**config.mk**
```make
export PLATFORM = sky130hd
export DESIGN_NAME = fir_mac_sequencer
export DESIGN_NICKNAME = d
export VERILOG_FILES = /design/src/rtl/fir_mac_sequencer.sv
export SDC_FILE = /design/constraint.sdc
export NUM_CORES = 1
export LEC_CHECK = 0
export ABC_AREA = 0
export CAP_MARGIN = 20
export CORE_ASPECT_RATIO = 1.1
export CORE_MARGIN = 3
export CORE_UTILIZATION = 45
export DETAILED_ROUTE_END_ITERATION = 10
export PLACE_DENSITY = 0.69
export SLEW_MARGIN = 20
export SYNTH_ARGS = -nofsm -noshare
export SYNTH_HDL_FRONTEND = slang
export SYNTH_SLANG_ARGS = --single-unit
```
**constraint.sdc**
```tcl
create_clock -name iClk_12M -period 3.7 [get_ports iClk_12M]
set_input_delay 0.555 -clock iClk_12M [delete_from_list [all_inputs] [get_ports iClk_12M]]
set_output_delay 0.555 -clock iClk_12M [all_outputs]
set_load 0.05 [all_outputs]
```
**src/rtl/fir_mac_sequencer.sv**
```systemverilog
// Sequencer for the transposed-form FIR MAC datapath: sample/accumulate strobes,
// double-buffered coefficient banks and result-valid tracking.
//
// state    | meaning
// IDLE     | no strobes; commits swap the active bank immediately
// RUN      | sample counter free-runs, strobe every DIV cycles
// STOPPING | finishing the current period, last strobe then IDLE
module fir_mac_sequencer #(
  parameter int DIV  = 40,
  parameter int NTAP = 10,
  parameter int CW   = 16
) (
  input  logic                 iClk_12M,
  input  logic                 iRst,
  input  logic                 iStart,
  input  logic                 iStop,
  input  logic                 iCoeffWe,
  input  logic [3:0]           iCoeffAddr,
  input  logic signed [CW-1:0] iCoeffData,
  input  logic                 iCoeffCommit,
  output logic [NTAP*CW-1:0]   oCoeffBus,
  output logic                 oEnSample_300k,
  output logic                 oEnAcc,
  output logic                 oMacValid,
  output logic                 oCommitAck,
  output logic                 oCoeffErr,
  output logic                 oBusy
);

  localparam int FW = $clog2(NTAP + 2);
  localparam logic [7:0]    CNT_LAST = 8'(DIV - 1);
  localparam logic [FW-1:0] FILL_MAX = FW'(NTAP + 1);

  typedef enum logic [1:0] {IDLE, RUN, STOPPING} state_t;

  state_t              state, state_next;
  logic [7:0]          samp_cnt, cnt_next;
  logic [FW-1:0]       fill, fill_next;
  logic                pend, pend_next;
  logic                commit_req, swap, start_run, wr_ok;
  logic [NTAP*CW-1:0]  shadow, shadow_next;

  always_comb begin
    state_next = state;
    start_run  = 1'b0;
    case (state)
      IDLE: begin
        if (iStart && !iStop) begin
          state_next = RUN;
          start_run  = 1'b1;
        end
      end
      RUN:      if (iStop) state_next = STOPPING;
      STOPPING: if (samp_cnt == CNT_LAST) state_next = IDLE;
      default:  state_next = IDLE;
    endcase

    if (state_next == IDLE || start_run || samp_cnt == CNT_LAST) cnt_next = 8'd0;
    else                                                       cnt_next = samp_cnt + 8'd1;

    wr_ok       = iCoeffWe && (int'(iCoeffAddr) < NTAP);
    shadow_next = shadow;
    for (int k = 0; k < NTAP; k++) begin
      if (wr_ok && iCoeffAddr == 4'(k)) shadow_next[k*CW +: CW] = iCoeffData;
    end

    // In RUN/STOPPING the swap lands on the edge after the strobe cycle, so the
    // new bank becomes visible at count 0 and never splits a sample's products.
    commit_req = pend | iCoeffCommit;
    swap       = commit_req && (state == IDLE || samp_cnt == CNT_LAST);
    pend_next  = commit_req && !swap;

    if (start_run || swap)                      fill_next = '0;
    else if (oEnSample_300k && fill != FILL_MAX) fill_next = fill + 1'b1;
    else                                        fill_next = fill;
  end

  always_ff @(posedge iClk_12M) begin
    if (iRst) begin
      state          <= IDLE;
      samp_cnt       <= 8'd0;
      fill           <= '0;
      pend           <= 1'b0;
      shadow         <= '0;
      oCoeffBus      <= '0;
      oEnSample_300k <= 1'b0;
      oEnAcc         <= 1'b0;
      oMacValid      <= 1'b0;
      oCommitAck     <= 1'b0;
      oCoeffErr      <= 1'b0;
      oBusy          <= 1'b0;
    end else begin
      state          <= state_next;
      samp_cnt       <= cnt_next;
      fill           <= fill_next;
      pend           <= pend_next;
      shadow         <= shadow_next;
      if (swap) oCoeffBus <= shadow_next;
      oEnSample_300k <= (state_next != IDLE) && (cnt_next == CNT_LAST);
      oEnAcc         <= (state_next != IDLE) && (cnt_next == CNT_LAST);
      oMacValid      <= (fill_next == FILL_MAX);
      oCommitAck     <= swap;
      oCoeffErr      <= iCoeffWe && !wr_ok;
      oBusy          <= (state_next != IDLE);
    end
  end

endmodule

```
==> flow_summary.yaml <==
worst_setup_path:
  cp_num_buf_inv: 2
  slowest_delay_ns: 0.52
  r2r_start: "samp_cnt[0]"
  cp-end-kind: "flip-flop"
  cpMaxStageDelayCell: "nor2_4"
  crit_required_ns: 4.05
  path_cells: "ha_1 > and4bb_2 > a21oi_2 > nor2_4 > buf_12 > buf_4 > a221oi_1"
  startpoint_type: "flip-flop"
  worstSetupPathType: "flip-flop to flip-flop"
  cp.arrival_ns: 2.79
  crit_family: "simple AND/OR/NAND/NOR gates"
  crit_fanout: 51
  cp-startpoint: "samp_cnt[0]"
synth:
  synth_area_um2: 12300
  synth_area_leaders: "dfxtp_1 (55%), mux2i_1 (13%), a221oi_1 (11%)"
  synth_top_area_share_pct: 55.1
  synth_top_cells_by_count: "dfxtp_1 (340), nor2_1 (337), mux2i_1 (161)"
  synth_fp_nets: 1218
  yosysMostFrequentCell: "dfxtp_1"
  synth-main-ff-cell: "dfxtp_1"
  synth_enable_flop_cells: 0
  syn_area_per_cell_um2: 10.4
  ys_seq_area_share_pct: 55.1
  ys_async_sr_fraction_pct: 0
  syn-instance-count: 1190
  yosys.cell_types.count: 43
  synth.ff_latch_count: 340
  synth_top_area_cell: "dfxtp_1"
  synth_warnings: 0
route:
  drt_iter0_markers: 633
  drt-total-wl_um: 33100
  dr.pass1.iters: 6
  vias: 9287
  remaining_drc_errors: 0
  ant_nets: 0
  wl_per_cell_um: 19.6
  viasPerCell: 5.51
place:
  hpwl_um: 19100
  gp_congestion: 0.733
  dp.cells: 1624
  portBuffers: 191
  placed_cell_area_um2: 14200
global_route:
  first_global_vias: 8972
  grt_pass1_wl_um: 51500
  grt-ovfl-total: 0
  antenna_found_initial: 0
  grt_max_degree: 121
  grt_use_total_pct: 21.9
status:
  status: "finished clean"
timing:
  maxSlewHeadroom_pct: 24.0
  worst_pin_slew_ns: 1.14
  setup_viol: 0
  hold_viol: 0
  fin_tns_setup_ns: 0
  skew_ns: 0.0103
  min_period_ns: 2.44
  slew_violations: 0
  rsz0062_at_grt: "false"
  fin_crit_sh_pct: 65.9
  fmax_ghz: 0.410
worst_hold_path:
  min_from: "samp_cnt[0]"
  hp-class: "flip-flop to flip-flop"
cts:
  hold_buffers: 0
  clk_latency_ns: 0.50
  htreeDepth: 2
  tritoncts: "done"
  ctsResizeCount: 0
  cts_setup_buffers: 0
  clockBufferDepth: 3
  cts_buffers: 36
  root_buffer: "clkbuf_16"
  clock-sinks: 340
  clk_pin_slew_ns: 0.06
pwr:
  ir_worst_vdd_v: 0.000334
  total_power_w: 0.00902
  power_leakage_nw: 6.14
  pwr_density_cell_nw_per_um2: 582
layout:
  syn_to_final_growth_pct: 25.4
  final_cell_count_no_fill: 1686
  final_nets: 1338
  num-fill-cells: 2350
  final_util_pct: 58.3
  fin_area_um2: 15500
  drive_gt1_share_pct: 7.27
  insertedDiodeCount: 0
die:
  num_io_pins: 192
  start_util_pct: 46.5
  die-height_um: 180
  fp.coreArea_um2: 26500
  fp.dieW_um: 164
  die-area_um2: 29500
  placementRows: 62
job:
  drv_cap: 0
flip-flops by register name, indices dropped and copies added, names as in the netlist, 2 cells and up:
signal / flops
state: 2
oCoeffBus: 160
shadow: 160
samp_cnt: 8
fill: 4
through the flow:
step	hold slack [ns]	worst slack, ns
floorplan	0.426	1.73
global placement	0.442	0.922
detailed placement	0.455	0.856
CTS	0.469	1.25
global route	0.511	1.08
finish	0.464	1.26
layout by cell type, fill, tap and decap left out, types with 3 or more instances in the layout:
| cell | netlist | routed |
|---|---|---|
| nand3b_1 | 5 | 5 |
| nor2_1 | 337 | 337 |
| nor3_1 | 3 | 3 |
| buf_12 | 1 | 7 |
| a221oi_1 | 148 | 148 |
| a21oi_1 | 3 | 3 |
| clkdlybuf4s50_1 | 0 | 190 |
| clkinv_2 | 0 | 4 |
| clkbuf_8 | 0 | 10 |
| and3_1 | 3 | 3 |
| clkbuf_16 | 0 | 37 |
| dfxtp_1 | 340 | 340 |
| nor3b_1 | 4 | 3 |
| mux2i_1 | 161 | 161 |
| buf_4 | 10 | 10 |
| clkbuf_1 | 69 | 7 |
| a221oi_2 | 12 | 12 |
| nand3_1 | 6 | 6 |
| xnor2_1 | 3 | 3 |
| nand2_1 | 5 | 5 |
| o21ai_0 | 3 | 3 |
| xor2_1 | 6 | 6 |
| bufinv_16 | 0 | 4 |
report_power, final:
part	internal [W]	leakage [nW]	total, W	switching [W]
clock	0.00230	0.608	0.00369	0.00139
combinational	0.000442	2.76	0.00139	0.000950
sequential	0.00383	2.77	0.00393	0.0000989
total	0.00658	6.14	0.00902	0.00243
layout make-up:
| class | instances | area [µm²] | share of cell area (%) |
|---|---|---|---|
| Clock buffer | 54 | 1090 | 7.04 |
| Clock inverter | 8 | 140 | 0.905 |
| Inverter | 2 | 7.51 | 0.0485 |
| Multi-Input combinational cell | 722 | 4860 | 31.4 |
| Sequential cell | 340 | 6810 | 44.0 |
| Tap cell | 352 | 440 | 2.85 |
| Timing Repair Buffer | 208 | 2130 | 13.8 |
layer usage:
metal | up-vias | track usage, % | part of all wire (%)
met5 | - | 0 | 0
met4 | 0 | 6.13 | 2.4
met3 | 56 | 6.03 | 6.9
met2 | 254 | 32.8 | 45
li1 | 4444 | - | -
met1 | 4533 | 31.0 | 46
worst reg2reg max path, cell delays in order, from the launching register on:
cell,delay (ns)
dfxtp_1,0.37
ha_1,0.24
and4bb_2,0.32
a21oi_2,0.11
nor2_4,0.52
buf_12,0.33
buf_4,0.30
a221oi_1,0.11
kinds of logic after synthesis:
family,count (synthesis),share of synthesized area [%]
simple gates,379,12.8
flops,340,55.1
compound gates,171,12.5
mux,161,13.1
buf+inv,128,5.65
xor+xnor,9,0.639
fa+ha+maj,2,0.203
worst paths after layout:
kind	cells after the start	end	slack, ns
hold reg to reg	1	samp_cnt[0]	0.46
setup reg to reg	7	oCoeffBus[31]	1.26
hold / removal	1	samp_cnt[0]	0.46
setup / recovery	7	oCoeffBus[31]	1.26
Power figures use the tool's default switching activity.
